File: src/rtl/seg_scan_ctrl_pkg.sv
// Shared display definitions for the 7-segment scan controller.
// Blanking patterns, FSM state type and parameter legality check.
package seg_scan_ctrl_pkg;

    localparam logic [6:0] SEG_OFF = 7'b1111111;
    localparam logic [7:0] AN_OFF  = 8'hFF;

    typedef enum logic {
        ST_BLANK = 1'b0,
        ST_SHOW  = 1'b1
    } scan_state_t;

    function automatic bit params_ok(input int n, input int r, input int b);
        return (n >= 1) && (n <= 8) && (b >= 1) && (r > b);
    endfunction

endpackage

File: src/rtl/hex_to_7seg.sv
// Hex nibble to active-low 7-segment pattern decoder.
// Ports: hex (4-bit nibble in), seg (7 active-low segment lines out).
module hex_to_7seg (
    input  logic [3:0] hex,
    output logic [6:0] seg
);

    always_comb begin
        seg = 7'b1111111;
        case (hex)
            4'h0: seg = 7'b0000001;
            4'h1: seg = 7'b1001111;
            4'h2: seg = 7'b0010010;
            4'h3: seg = 7'b0000110;
            4'h4: seg = 7'b1001100;
            4'h5: seg = 7'b0100100;
            4'h6: seg = 7'b0100000;
            4'h7: seg = 7'b0001111;
            4'h8: seg = 7'b0000000;
            4'h9: seg = 7'b0000100;
            4'hA: seg = 7'b0001000;
            4'hB: seg = 7'b1100000;
            4'hC: seg = 7'b0110001;
            4'hD: seg = 7'b1000010;
            4'hE: seg = 7'b0110000;
            4'hF: seg = 7'b0111000;
            default: seg = 7'b1111111;
        endcase
    end

endmodule

File: src/rtl/seg_scan_ctrl.sv
// Multiplexed scan controller for common-anode 7-segment digits.
// Ports: clk, rst_n, data_in/dp_in/load (display write), lz_en,
//        an/seg/dp (active-low pins), frame_tick (digit-0 slot start).
module seg_scan_ctrl
    import seg_scan_ctrl_pkg::*;
#(
    parameter int NUM_DIGITS   = 4,
    parameter int REFRESH_DIV  = 50000,
    parameter int BLANK_CYCLES = 16
) (
    input  logic                    clk,
    input  logic                    rst_n,
    input  logic [4*NUM_DIGITS-1:0] data_in,
    input  logic [NUM_DIGITS-1:0]   dp_in,
    input  logic                    load,
    input  logic                    lz_en,
    output logic [NUM_DIGITS-1:0]   an,
    output logic [6:0]              seg,
    output logic                    dp,
    output logic                    frame_tick
);

    localparam int DW    = 4 * NUM_DIGITS;
    localparam int CNT_W = $clog2(REFRESH_DIV);
    localparam int IDX_W = (NUM_DIGITS > 1) ? $clog2(NUM_DIGITS) : 1;

    localparam logic [CNT_W-1:0] CNT_MAX    = CNT_W'(REFRESH_DIV - 1);
    localparam logic [CNT_W-1:0] BLANK_LAST = CNT_W'(BLANK_CYCLES - 1);
    localparam logic [IDX_W-1:0] IDX_LAST   = IDX_W'(NUM_DIGITS - 1);

    if (!params_ok(NUM_DIGITS, REFRESH_DIV, BLANK_CYCLES)) begin : g_bad_params
        $error("seg_scan_ctrl: illegal NUM_DIGITS/REFRESH_DIV/BLANK_CYCLES");
    end

    logic [DW-1:0]         pend_q, disp_q, disp_n;
    logic [NUM_DIGITS-1:0] pdp_q, ddp_q, ddp_n;
    logic [CNT_W-1:0]      cnt_q, cnt_n;
    logic [IDX_W-1:0]      idx_q, idx_n;
    scan_state_t           st_q, st_n;
    logic                  slot_end, frame_end;
    logic                  zero_run, sup, lit, dp_bit;
    logic [3:0]            nib;
    logic [6:0]            dec;
    logic [NUM_DIGITS-1:0] an_n;
    logic [6:0]            seg_n;
    logic                  dp_n, ft_n, ft_q;

    always_comb begin
        slot_end  = (cnt_q == CNT_MAX);
        frame_end = slot_end && (idx_q == IDX_LAST);
        cnt_n     = slot_end ? '0 : cnt_q + 1'b1;
        idx_n     = idx_q;
        if (slot_end) begin
            idx_n = (idx_q == IDX_LAST) ? '0 : idx_q + 1'b1;
        end

        // A load landing on the boundary bypasses pending.
        disp_n = disp_q;
        ddp_n  = ddp_q;
        if (frame_end) begin
            disp_n = load ? data_in : pend_q;
            ddp_n  = load ? dp_in : pdp_q;
        end

        st_n = st_q;
        case (st_q)
            ST_BLANK: if (cnt_q == BLANK_LAST) st_n = ST_SHOW;
            ST_SHOW:  if (slot_end) st_n = ST_BLANK;
            default:  st_n = ST_BLANK;
        endcase

        // zero_run stays set while every nibble from the top down is 0.
        zero_run = 1'b1;
        nib      = 4'h0;
        sup      = 1'b0;
        dp_bit   = 1'b0;
        for (int i = NUM_DIGITS - 1; i >= 0; i--) begin
            zero_run = zero_run && (disp_n[4*i +: 4] == 4'h0);
            if (idx_n == IDX_W'(i)) begin
                nib    = disp_n[4*i +: 4];
                dp_bit = ddp_n[i];
                sup    = lz_en && zero_run && !ddp_n[i] && (i != 0);
            end
        end
        lit = (st_n == ST_SHOW) && !sup;
        ft_n = (cnt_n == '0) && (idx_n == '0);
    end

    hex_to_7seg u_dec (
        .hex (nib),
        .seg (dec)
    );

    always_comb begin
        for (int i = 0; i < NUM_DIGITS; i++) begin
            an_n[i] = !(lit && (idx_n == IDX_W'(i)));
        end
        seg_n = lit ? dec : SEG_OFF;
        dp_n  = lit ? ~dp_bit : 1'b1;
    end

    always_ff @(posedge clk or negedge rst_n) begin
        if (!rst_n) begin
            pend_q <= '0;
            pdp_q  <= '0;
            disp_q <= '0;
            ddp_q  <= '0;
            cnt_q  <= '0;
            idx_q  <= '0;
            st_q   <= ST_BLANK;
            an     <= AN_OFF[NUM_DIGITS-1:0];
            seg    <= SEG_OFF;
            dp     <= 1'b1;
            // Reset state is cnt=0/idx=0, so the first cycle is a tick.
            ft_q   <= 1'b1;
        end else begin
            if (load) begin
                pend_q <= data_in;
                pdp_q  <= dp_in;
            end
            disp_q <= disp_n;
            ddp_q  <= ddp_n;
            cnt_q  <= cnt_n;
            idx_q  <= idx_n;
            st_q   <= st_n;
            an     <= an_n;
            seg    <= seg_n;
            dp     <= dp_n;
            ft_q   <= ft_n;
        end
    end

    assign frame_tick = ft_q & rst_n;

endmodule

File: config.mk
export PLATFORM = sky130hd
export DESIGN_NAME = seg_scan_ctrl
export DESIGN_NICKNAME = d
export VERILOG_FILES = /design/src/rtl/seg_scan_ctrl_pkg.sv /design/src/rtl/hex_to_7seg.sv /design/src/rtl/seg_scan_ctrl.sv
export SDC_FILE = /design/constraint.sdc
export NUM_CORES = 1
export LEC_CHECK = 0
export BUFFER_PORTS_ARGS = -buffer_cell sky130_fd_sc_hd__buf_2
export CORE_MARGIN = 2
export CORE_UTILIZATION = 50
export DETAILED_ROUTE_END_ITERATION = 12
export PLACE_DENSITY = 0.72
export SYNTH_ARGS = -nofsm -noshare
export SYNTH_HDL_FRONTEND = slang
export SYNTH_SLANG_ARGS = --single-unit
export TNS_END_PERCENT = 5
File: constraint.sdc
create_clock -name clk -period 3.3 [get_ports clk]
set_input_delay 0.33 -clock clk [delete_from_list [all_inputs] [get_ports clk]]
set_output_delay 0.33 -clock clk [all_outputs]
set_load 0.02 [all_outputs]
==> results of run 1 <==
-- sequential cells by signal (all words and copies together) (netlist names) --
name,cells
idx_q,2
pdp_q,4
st_q,1
dp,1
cnt_q,16
seg,7
disp_q,16
an,4
ddp_q,4
pend_q,16
ft_q,1
-- cells in the final DEF (no fill, tap or decap), drive strengths merged, types with 9 or more instances in the layout --
master	count
dfrtp	59
clkbuf	11
mux2	31
nor3	10
buf	52
nand3	18
nand2	13
dfstp	13
o21ai	11
nor2	19
a21oi	9
mux2i	15
inv	16
xor2	11
-- power groups by stage --
stage	Combinational (mW)	Sequential [mW]	Clock, mW
5_1_grt	0.0869	0.915	0.741
3_5_place_dp	0.0784	0.930	0
3_3_place_gp	0.0766	0.929	0
2_1_floorplan	0.0386	0.928	0
6_report	0.0756	0.913	0.689
4_1_cts	0.0785	0.913	0.703
-- how the worst min path moves through the flow --
stage                    start   endpoint  slack, ns  cells past startpoint
floorplan                rst_n   cnt_q[0]       0.03                      0
CTS                 data_in[1]  pend_q[1]       0.21                      2
global placement     pend_q[1]  pend_q[1]       0.48                      1
finish              data_in[1]  pend_q[1]       0.22                      2
detailed placement   pend_q[1]  pend_q[1]       0.48                      1
global route        data_in[1]  pend_q[1]       0.22                      2
-- per-stage QoR --
| step | hold slack, ns | cell area [sq um] | setup WS (ns) | setup TNS, ns | power, mW |
|---|---|---|---|---|---|
| final | 0.221 | 4170 | 0.123 | 0 | 1.68 |
| after global routing | 0.218 | 4170 | -0.0272 | -0.0272 | 1.74 |
| after CTS | 0.214 | 4140 | 0.0642 | 0 | 1.69 |
| after detailed placement | 0.485 | 3940 | 0.0817 | 0 | 1.01 |
| after global placement | 0.478 | 3940 | 0.185 | 0 | 1.01 |
| after floorplan | 0.0344 | 3560 | 0.0276 | 0 | 0.967 |
-- area by class of cell --
cell class | count | area, sq um | share of cell area [%]
inverter | 17 | 68.8 | 1.65
multi-input combinational | 202 | 1650 | 39.6
timing repair buffer | 52 | 313 | 7.50
tap | 96 | 120 | 2.88
clock buffer | 11 | 141 | 3.39
sequential | 72 | 1820 | 43.6
clock inverter | 5 | 56.3 | 1.35
-- kinds of logic after synthesis --
kind of cell,synth area share [%]
xor gates and xnor gates,3.45
muxes,16.0
and+or+nand+nor,13.7
buffers and inverters,3.31
AOI/OAI and AO/OA,9.96
DFF,51.1
adders and majority gates,2.46
-- routing by layer --
metal	vias to the layer above	routed length, microns
met1	1186	3240
met4	0	154
met5	-	0
li1	1196	-
met2	71	3330
met3	18	331
-- synthesized netlist by cell type (3+ instances only) --
library cell / n / area [sq um]
sky130_fd_sc_hd__a211oi_1: 7 / 52.6
sky130_fd_sc_hd__dfrtp_1: 59 / 1480
sky130_fd_sc_hd__a21oi_1: 9 / 45.0
sky130_fd_sc_hd__mux2_2: 31 / 349
sky130_fd_sc_hd__buf_2: 3 / 15.0
sky130_fd_sc_hd__xnor2_1: 3 / 26.3
sky130_fd_sc_hd__nor4_1: 4 / 25.0
sky130_fd_sc_hd__dfstp_2: 13 / 342
sky130_fd_sc_hd__nor3_1: 10 / 50.1
sky130_fd_sc_hd__nor2_1: 17 / 63.8
sky130_fd_sc_hd__and3_1: 5 / 31.3
sky130_fd_sc_hd__ha_1: 7 / 87.6
sky130_fd_sc_hd__o21ai_0: 10 / 50.1
sky130_fd_sc_hd__inv_1: 15 / 56.3
sky130_fd_sc_hd__nand2_1: 13 / 48.8
sky130_fd_sc_hd__nand3_1: 17 / 85.1
sky130_fd_sc_hd__mux2i_1: 13 / 130
sky130_fd_sc_hd__or4_1: 3 / 22.5
sky130_fd_sc_hd__xor2_1: 11 / 96.3
-- critical path: cells and delay by family (launching register included) --
| family | cells | cell delay [ns] |
|---|---|---|
| and+or+nand+nor | 5 | 1.36 |
| muxes | 2 | 0.51 |
| DFF | 1 | 0.44 |
| AOI/OAI and AO/OA | 2 | 0.39 |
| adders and majority gates | 1 | 0.25 |
| buffers and inverters | 2 | 0.17 |
==> out/summary.log, run 1 <==
[grt] met3 track utilization from global routing 3.73%
[route] total number of vias 2471
[timing] Final Skew 0.0125 ns
[yosys] Most used DFF post-synth sky130_fd_sc_hd__dfrtp_1
[power_and_ir_drop] combinational fraction of design power 4.5%
[critical_path] source of the critical timing path cnt_q[7]
[clock_network] clk slew on worst S/H paths 0.08 ns
[timing] fin crit share 96.3%
[grt] maximum number of pins on one net before global-route repair 73
[route] first-iteration detailed-routing DRC count 139
[yosys] Yosys cell types 58
[timing] Slew Limit Fails 0
[clock_network] Inserted Clock Buffers 9
[floorplanning] overall die width 88.3 microns
[grt] global routing usage summed across all routing layers 19.5%
[critical_path] Required @ worst endpoint 3.58 ns
[timing] worst slew margin relative to its limit 42.4%
[yosys] post-synthesis instance area 3560 sq um
[critical_path] maximum fanout along the worst path 11
[power_and_ir_drop] Switching Share 21.9%
[clock_network] CTS H-Tree Depth 3
[floorplanning] die boundary height 88.3 microns
[grt] initial antenna violation count 0
[placement] last weighted congestion value of the routability-driven placer 0.898
[power_and_ir_drop] reported net switching power 367 uW
[critical_path] Worst Reg2Reg Path Length in Cells 12
[critical_path] Critical Path Max Stage Delay 0.44 ns
[timing] minimum clock period after layout 3.18 ns
[placement] count of buffers inserted at the top-level ports 36
[clock_network] clock sink count 72
[yosys] post-synthesis register bit count 72
[final_layout] number of nets in the layout 385
[placement] placed insts 439
[route] number of DRC violations after detailed routing 0
[timing] number of setup violations in the final report 0
[clock_network] maximum number of buffers from clock root to sink 2
[route] post-route antenna net violation count 0
[floorplanning] initial standard-cell utilization of the core 52.1%
[run] # Max-Cap Violations 0
[yosys] fraction of registers with async set/reset 100%
[power_and_ir_drop] Max IR drop VDD 287 uV
[placement] sum of net half-perimeters after detailed placement 5030 microns
[grt] Global Route met2 Usage 29.9%
[power_and_ir_drop] power density normalized to cell area 402 nW/um^2
[critical_path] classification of the worst setup path reg -> reg
[final_layout] Synth-to-Final Area Change 17.2%
[grt] most crowded layer after global routing met2
[critical_path] capture instance of the worst register-to-register path seg[6]
[critical_path] chain of cells forming the critical path nor4_4 -> nand3_4 -> or4_1 -> and2_4 -> clkinv_4 -> mux2_2 -> mux2i_2 -> inv_1 -> ha_1 -> nor3b_2 -> a211oi_1 -> o32a_1
[critical_path] r2r setup slk 0.12 ns
[grt] number of global-route vias before repair 2362
[yosys] average size of a mapped cell 11.9 sq um
[yosys] number of warnings reported in the yosys synthesis log 0
[min_path] class of the most critical hold timing path in -> reg
[critical_path] crit path launch type flop
[route] routed wirelength normalized by instance count 15.5 microns
[route] average vias per placed instance 5.43
[route] final WL 7060 microns
[final_layout] count of placed standard cells in the final layout, fillers left out 455
[clock_network] post-cts sizing count 0
[yosys] Net Count, Synth 329
[floorplanning] floorplan die area 7800 sq um
[grt] fraction of met1 tracks used by global routing 27.2%
[clock_network] hold bufs inserted after CTS 0
[final_layout] filler cell count in the final layout 564
[timing] highest achievable clock rate 0.315 GHz
[power_and_ir_drop] Cell Int Power 1.31 mW
[final_layout] ratio of cells with drive above 1 in the final layout 38.4%
[final_layout] final standard cell utilization of the core 61.0%
[power_and_ir_drop] Clk network pwr share 41.1%
[route] length of the first detailed-routing pass in iterations 4
[critical_path] reg2reg start cnt_q[7]
[yosys] number of enable-type register cells in the synthesized netlist 0
[grt] wire length of the first global-routing pass 11400 microns
[yosys] gate count after technology mapping 298
[run_status] status finished, final reports clean
[floorplanning] Core Footprint 6830 sq um
[clock_network] clock latency on the worst-skew pair 0.35 ns
[timing] transition time of the tightest slew-check pin 0.864 ns
[power_and_ir_drop] Static Leak 1.93 nW
[critical_path] end of the critical path seg[6]
[critical_path] CP max stage cell sky130_fd_sc_hd__dfrtp_1
[clock_network] CTS tree built
[yosys] register area share after synthesis 51.1%
[clock_network] Root Buffer sky130_fd_sc_hd__clkbuf_8
[floorplanning] FP Rows 30
[timing] number of endpoints with negative hold slack in the final report 0
[clock_network] count of buffers added by post-CTS timing repair for setup 0
[grt] global-route congestion overflow total 0
[critical_path] endpoint class of the critical path flop
[final_layout] total inserted antenna cells 0
[power_and_ir_drop] fraction of power consumed by sequential logic 54.4%
[critical_path] Arr. time, crit path 3.46 ns
[floorplanning] count of pins on the block boundary 37
Note: power is estimated with default switching activity, not from simulation.
==> run 2, diff against run 1 <==
SETUP_SLACK_MARGIN = 0.5   (was default)
==> run 2 against run 1 <==
Cell area up 4.2%. Sequential power barely moved. Worst hold slack got worse by 0.0010 ns. Global-route usage is 0.66 points higher. Largest cell class unchanged. Highest routed layer unchanged.
==> out/summary.log, run 2 (same netlist as run 1, synthesis figures left out) <==
[run_status] status finished, final reports clean
[critical_path] r2r setup slk 0.32 ns
[placement] Placement Cell Area 3960 sq um
[final_layout] ratio of cells with drive above 1 in the final layout 42.1%
[power_and_ir_drop] fraction of power consumed by sequential logic 46.0%
[final_layout] commonest cells after routing, fill and taps aside 55 x sky130_fd_sc_hd__dfrtp_1, 36 x sky130_fd_sc_hd__buf_2, 31 x sky130_fd_sc_hd__mux2_2
[power_and_ir_drop] power density normalized to cell area 456 nW/um^2
[power_and_ir_drop] Static Leak 2.01 nW
[critical_path] maximum fanout along the worst path 8
[route] total number of vias 2504
[grt] maximum number of pins on one net before global-route repair 73
[grt] global-route congestion overflow total 0
[clock_network] clk slew on worst S/H paths 0.08 ns
[grt] number of global-route vias before repair 2514
[timing] worst slew margin relative to its limit 42.9%
[critical_path] source of the critical timing path cnt_q[12]
[timing] highest achievable clock rate 0.335 GHz
[power_and_ir_drop] combinational fraction of design power 3.8%
[critical_path] reg2reg start cnt_q[12]
[critical_path] classification of the worst setup path reg -> reg
[clock_network] clock latency on the worst-skew pair 0.35 ns
[grt] wire length of the first global-routing pass 12100 microns
[clock_network] maximum number of buffers from clock root to sink 2
[final_layout] commonest non-fill, non-tap cell in the layout sky130_fd_sc_hd__dfrtp_1
[route] average vias per placed instance 5.42
[placement] sum of net half-perimeters after detailed placement 5060 microns
[critical_path] Arr. time, crit path 3.26 ns
[timing] post-route setup TNS 0 ns
[placement] last weighted congestion value of the routability-driven placer 0.890
[floorplanning] die boundary height 88.3 microns
[final_layout] Largest regs cnt_q: 16 flops, disp_q: 16 flops, pend_q: 16 flops
[power_and_ir_drop] Switching Share 19.3%
[clock_network] CTS H-Tree Depth 3
[run] # Max-Cap Violations 0
[timing] Slew Limit Fails 0
[timing] Final Skew 0.0113 ns
[floorplanning] count of pins on the block boundary 37
[route] number of DRC violations after detailed routing 0
[timing] minimum clock period after layout 2.98 ns
[timing] fin crit share 90.4%
[placement] count of buffers inserted at the top-level ports 36
[timing] setup repair after global routing missed its margin yes
[grt] initial antenna violation count 0
[route] routed wirelength normalized by instance count 15.4 microns
[critical_path] capture instance of the worst register-to-register path seg[6]
[timing] number of setup violations in the final report 0
[floorplanning] overall die width 88.3 microns
[clock_network] clock sink count 72
[route] post-route antenna net violation count 0
[critical_path] Required @ worst endpoint 3.58 ns
[floorplanning] Core Footprint 6830 sq um
[critical_path] endpoint class of the critical path flop
[floorplanning] initial standard-cell utilization of the core 52.1%
[route] length of the first detailed-routing pass in iterations 4
[clock_network] CTS tree built
[floorplanning] FP Rows 30
[timing] transition time of the tightest slew-check pin 0.856 ns
[timing] Min Hold Slack 0.220 ns
[final_layout] total inserted antenna cells 0
[power_and_ir_drop] Max IR drop VDD 285 uV
[power_and_ir_drop] Clk network pwr share 50.1%
[grt] global routing usage summed across all routing layers 20.2%
[critical_path] end of the critical path seg[6]
[route] final WL 7120 microns
[min_path] class of the most critical hold timing path in -> async
[route] first-iteration detailed-routing DRC count 171
[critical_path] crit path launch type flop
[final_layout] final cell area excluding filler cells 4350 sq um
[timing] number of endpoints with negative hold slack in the final report 0
[clock_network] Root Buffer sky130_fd_sc_hd__clkbuf_8
[power_and_ir_drop] reported net switching power 384 uW
[power_and_ir_drop] Cell Int Power 1.60 mW
[final_layout] number of nets in the layout 392
[floorplanning] floorplan die area 7800 sq um
[critical_path] Worst Reg2Reg Path Length in Cells 12
[clock_network] hold bufs inserted after CTS 0
[clock_network] Inserted Clock Buffers 9
[final_layout] Synth-to-Final Area Change 22.2%
run 2: cell types whose count changed in the layout (fill, tap and decap cells not counted), sizes merged:
| cell | previous run | this run |
|---|---|---|
| bufinv | 1 | 5 |
| clkinv | 4 | 3 |
| clkinvlp | 1 | 0 |
| buf | 52 | 59 |
| clkbuf | 11 | 9 |
run 2: worst min path at each step:
stage	from	end	slack (ns)	cells past startpoint
floorplan	rst_n	cnt_q[0]	0.03	0
global placement	pdp_q[0]	pdp_q[0]	0.48	1
detailed placement	pend_q[1]	pend_q[1]	0.48	1
CTS	data_in[4]	pend_q[4]	0.22	2
global route	data_in[4]	pend_q[4]	0.22	2
finish	rst_n	cnt_q[14]	0.22	2
run 2: what timing repair did:
action | 4_1_cts | 5_1_grt
endpoints found under the setup margin | 11 | 11
pin swaps | 2 | 1
resized for setup | 7 | 2
buffers inserted | 11 | 0
run 2: cell type report:
cell class              instances  area, sq um
multi-input cells             202         1680
repair buffers                 59          365
clock inverters                 7          168
well taps                      96          120
inverters                      17         68.8
fillers                       542         2490
clock buffers                   9          124
flip-flops and latches         72         1820
run 2: power by group through the flow:
stage                     clock network, mW  registers, mW  logic [mW]
after floorplan                           0          0.928      0.0386
after global placement                    0          0.928      0.0765
after detailed placement                  0          0.930      0.0785
after CTS                              1.01          0.913      0.0785
after global routing                   1.04          0.916      0.0870
final                                 0.995          0.913      0.0759
run 2: per-layer routing:
| layer | wire, microns | vias to the layer above | track usage [%] |
|---|---|---|---|
| met5 | 0 | - | 0 |
| li1 | - | 1209 | - |
| met3 | 371 | 7 | 4.20 |
| met1 | 3320 | 1226 | 27.7 |
| met4 | 72 | 0 | 6.20 |
| met2 | 3350 | 62 | 32.5 |
run 2: metrics by stage:
stage                     setup slack (ns)  power, mW  util (%)  instances
after global routing                 0.156       2.05      63.6        462
after global placement               0.161       1.00      57.9        435
after detailed placement            0.0249       1.01      57.9        435
final                                0.318       1.98      63.6        462
after floorplan                      0.235      0.967         -        298
after CTS                            0.315       2.00      63.6        462
run 2: critical path, cell delays in order (launching register included):
cell and delay (ns):
sky130_fd_sc_hd__dfrtp_2 0.43, sky130_fd_sc_hd__nor4_4 0.35, sky130_fd_sc_hd__nand3_4 0.14, sky130_fd_sc_hd__or4_1 0.42
sky130_fd_sc_hd__and2_4 0.18, sky130_fd_sc_hd__clkinv_4 0.07, sky130_fd_sc_hd__mux2_2 0.35, sky130_fd_sc_hd__mux2i_4 0.20
sky130_fd_sc_hd__inv_2 0.08, sky130_fd_sc_hd__ha_4 0.18, sky130_fd_sc_hd__nor3b_2 0.16, sky130_fd_sc_hd__a211oi_1 0.06
sky130_fd_sc_hd__o32a_1 0.30
==> run 3, diff against run 2 <==
SYNTH_HIERARCHICAL = 1   (was default)
==> run 3 against run 2 <==
Wire length rose by 19%. Cell count increased by 5.0%. Largest power group is now registers. Die area increased by 3.8%.
==> out/summary.log, run 3 <==
[clock_network] CTS tree built
[route] routed wirelength normalized by instance count 17.4 microns
[final_layout] filler cell count in the final layout 543
[timing] fin crit share 94.1%
[route] first-iteration detailed-routing DRC count 165
[grt] initial antenna violation count 0
[placement] placed insts 450
[grt] maximum number of pins on one net before global-route repair 49
[timing] highest achievable clock rate 0.322 GHz
[yosys] top cell type's share of synthesized area 39.9%
[route] post-route antenna net violation count 0
[clock_network] clk slew on worst S/H paths 0.08 ns
[yosys] Net Count, Synth 353
[yosys] gate count after technology mapping 320
[clock_network] maximum number of buffers from clock root to sink 2
[final_layout] total inserted antenna cells 0
[route] average vias per placed instance 5.56
[clock_network] clock sink count 72
[grt] number of global-route vias before repair 2639
[route] length of the first detailed-routing pass in iterations 5
[final_layout] Largest regs cnt_q: 16 flops, disp_q: 16 flops, pend_q: 16 flops
[placement] count of buffers inserted at the top-level ports 36
[critical_path] maximum fanout along the worst path 7
[floorplanning] FP Rows 31
[final_layout] count of placed standard cells in the final layout, fillers left out 485
[critical_path] classification of the worst setup path reg -> reg
[grt] global-route congestion overflow total 0
[route] number of DRC violations after detailed routing 0
[clock_network] Root Buffer sky130_fd_sc_hd__clkbuf_8
[floorplanning] initial standard-cell utilization of the core 51.2%
[placement] Placement Cell Area 4030 sq um
[route] total number of vias 2695
[yosys] number of warnings reported in the yosys synthesis log 6
[timing] minimum clock period after layout 3.10 ns
[clock_network] Inserted Clock Buffers 9
[placement] pre-CTS setup slack -0.115 ns
[critical_path] Required @ worst endpoint 3.54 ns
[timing] worst slew margin relative to its limit 21.8%
[power_and_ir_drop] Static Leak 2.06 nW
[yosys] fraction of registers with async set/reset 100%
[grt] wire length of the first global-routing pass 13400 microns
[yosys] top cell type by total area after synthesis sky130_fd_sc_hd__dfrtp_1
[timing] number of setup violations in the final report 0
[min_path] class of the most critical hold timing path in -> reg
[route] final WL 8460 microns
[floorplanning] count of pins on the block boundary 37
[power_and_ir_drop] power density normalized to cell area 358 nW/um^2
[timing] Final Skew 0.00831 ns
[floorplanning] die boundary height 90.0 microns
[yosys] register area share after synthesis 49.2%
[run_status] status finished, final reports clean
[yosys] Yosys cell types 57
[floorplanning] floorplan die area 8100 sq um
[yosys] post-synthesis instance area 3700 sq um
[final_layout] ratio of cells with drive above 1 in the final layout 48.2%
[yosys] average size of a mapped cell 11.6 sq um
[final_layout] commonest non-fill, non-tap cell in the layout sky130_fd_sc_hd__dfrtp_1
[timing] Slew Limit Fails 0
[yosys] biggest area contributors in the synthesized netlist sky130_fd_sc_hd__dfrtp_1 40%, sky130_fd_sc_hd__mux2_2 11%, sky130_fd_sc_hd__dfstp_2 9.2%, sky130_fd_sc_hd__mux2i_1 3.8%, sky130_fd_sc_hd__ha_1 3.0%
[yosys] Most used DFF post-synth sky130_fd_sc_hd__dfrtp_1
[final_layout] final cell area excluding filler cells 4700 sq um
[critical_path] Arr. time, crit path 3.34 ns
[final_layout] Synth-to-Final Area Change 27.3%
[grt] global routing usage summed across all routing layers 21.1%
[clock_network] CTS H-Tree Depth 3
[clock_network] clock latency on the worst-skew pair 0.34 ns
[critical_path] endpoint class of the critical path flop
[timing] setup repair after global routing missed its margin yes
[floorplanning] Core Footprint 7210 sq um
[timing] post-route setup TNS 0 ns
[timing] number of endpoints with negative hold slack in the final report 0
[final_layout] commonest cells after routing, fill and taps aside 55 x sky130_fd_sc_hd__dfrtp_1, 36 x sky130_fd_sc_hd__buf_2, 31 x sky130_fd_sc_hd__mux2_2
[critical_path] crit path launch type flop
[placement] sum of net half-perimeters after detailed placement 5210 microns
[yosys] most used standard cell by instance count after synthesis sky130_fd_sc_hd__dfrtp_1
[floorplanning] overall die width 90.0 microns
[yosys] post-synthesis register bit count 72
[timing] final setup slack of the worst path 0.196 ns
[power_and_ir_drop] Max IR drop VDD 265 uV
[timing] transition time of the tightest slew-check pin 1.17 ns
[final_layout] number of nets in the layout 414
[placement] last weighted congestion value of the routability-driven placer 0.830
[yosys] number of enable-type register cells in the synthesized netlist 0
[yosys] Post-synth top cells 59 x sky130_fd_sc_hd__dfrtp_1, 37 x sky130_fd_sc_hd__mux2_2, 18 x sky130_fd_sc_hd__nor2_1, 14 x sky130_fd_sc_hd__mux2i_1, 14 x sky130_fd_sc_hd__nand2_1
[run] # Max-Cap Violations 0
## run 3: metrics by stage
| step | hold WS [ns] | power, mW | util (%) |
|---|---|---|---|
| 2_1_floorplan | 0.0344 | 0.965 | - |
| 3_3_place_gp | 0.346 | 1.01 | 55.8 |
| 3_5_place_dp | 0.361 | 1.01 | 55.8 |
| 4_1_cts | 0.220 | 1.70 | 62.5 |
| 5_1_grt | 0.217 | 1.75 | 65.2 |
| 6_report | 0.230 | 1.68 | 65.2 |
## run 3: where the power goes
group	internal, mW	switching (mW)	total [mW]
Sequential	0.907	0.00520	0.912
Clock	0.369	0.324	0.693
Combinational	0.0340	0.0454	0.0794
Total	1.31	0.375	1.68
## run 3: final cells by class
cell class                      instances  area (sq um)  area share, %
Multi-Input combinational cell        221          2040           43.4
Sequential cell                        72          1820           38.8
Clock inverter                          5          56.3           1.20
Clock buffer                           11           141           3.01
Inverter                               10          37.5          0.798
Timing Repair Buffer                   67           480           10.2
Tap cell                               99           124           2.63
## run 3: layer usage
metal / global-route usage, % / part of all wire (%) / wire length, microns / vias to the layer above
li1: - / - / - / 1279
met1: 30.6 / 47 / 3960 / 1339
met2: 31.0 / 47 / 3970 / 68
met3: 4.27 / 4.6 / 386 / 9
met4: 8.72 / 1.7 / 140 / 0
met5: 0 / 0 / 0 / -
## run 3: worst paths after layout
kind                            start   endpoint  slack (ns)  cells past startpoint
max                         cnt_q[12]     seg[3]        0.20                     13
min                        data_in[5]  pend_q[5]        0.23                      2
max reg2reg                 cnt_q[12]     seg[3]        0.20                     13
min reg2reg                 pend_q[7]  pend_q[7]        0.50                      1
max in group asynchronous       rst_n  cnt_q[14]        1.76                      3
min in group asynchronous       rst_n   cnt_q[6]        0.51                      2
## run 3: kinds of logic after synthesis
logic type | count (synthesis) | share of synthesized area (%)
AND/OR/NAND/NOR | 99 | 15.9
flip-flops | 72 | 49.2
AO/OA/AOI/OAI | 43 | 8.19
adder cells (fa/ha/maj) | 9 | 3.05
multiplexers | 52 | 15.7
buffers and inverters | 27 | 3.76
XOR/XNOR | 18 | 4.27
## run 3: timing repair
| action | CTS | global route |
|---|---|---|
| resized for setup | 29 | 34 |
| cloned | 2 | 0 |
| hold buffers | 1 | 0 |
| endpoints found under the setup margin | 7 | 7 |
| hold endpoints to repair | 13 | 0 |
| setup buffers | 13 | 3 |
| pin swaps | 14 | 18 |
## run 3: worst max-delay path: stages (launching register included)
cell and delay (ns):
sky130_fd_sc_hd__dfrtp_2 0.43, sky130_fd_sc_hd__nor4_4 0.34, sky130_fd_sc_hd__and3_4 0.24, sky130_fd_sc_hd__and2_4 0.19, sky130_fd_sc_hd__buf_12 0.14, sky130_fd_sc_hd__mux2_4 0.32
sky130_fd_sc_hd__mux2i_4 0.22, sky130_fd_sc_hd__mux2i_4 0.15, sky130_fd_sc_hd__ha_4 0.18, sky130_fd_sc_hd__or2_4 0.27, sky130_fd_sc_hd__a21oi_4 0.18, sky130_fd_sc_hd__a31oi_4 0.05
sky130_fd_sc_hd__nor3_1 0.17, sky130_fd_sc_hd__a22oi_1 0.09
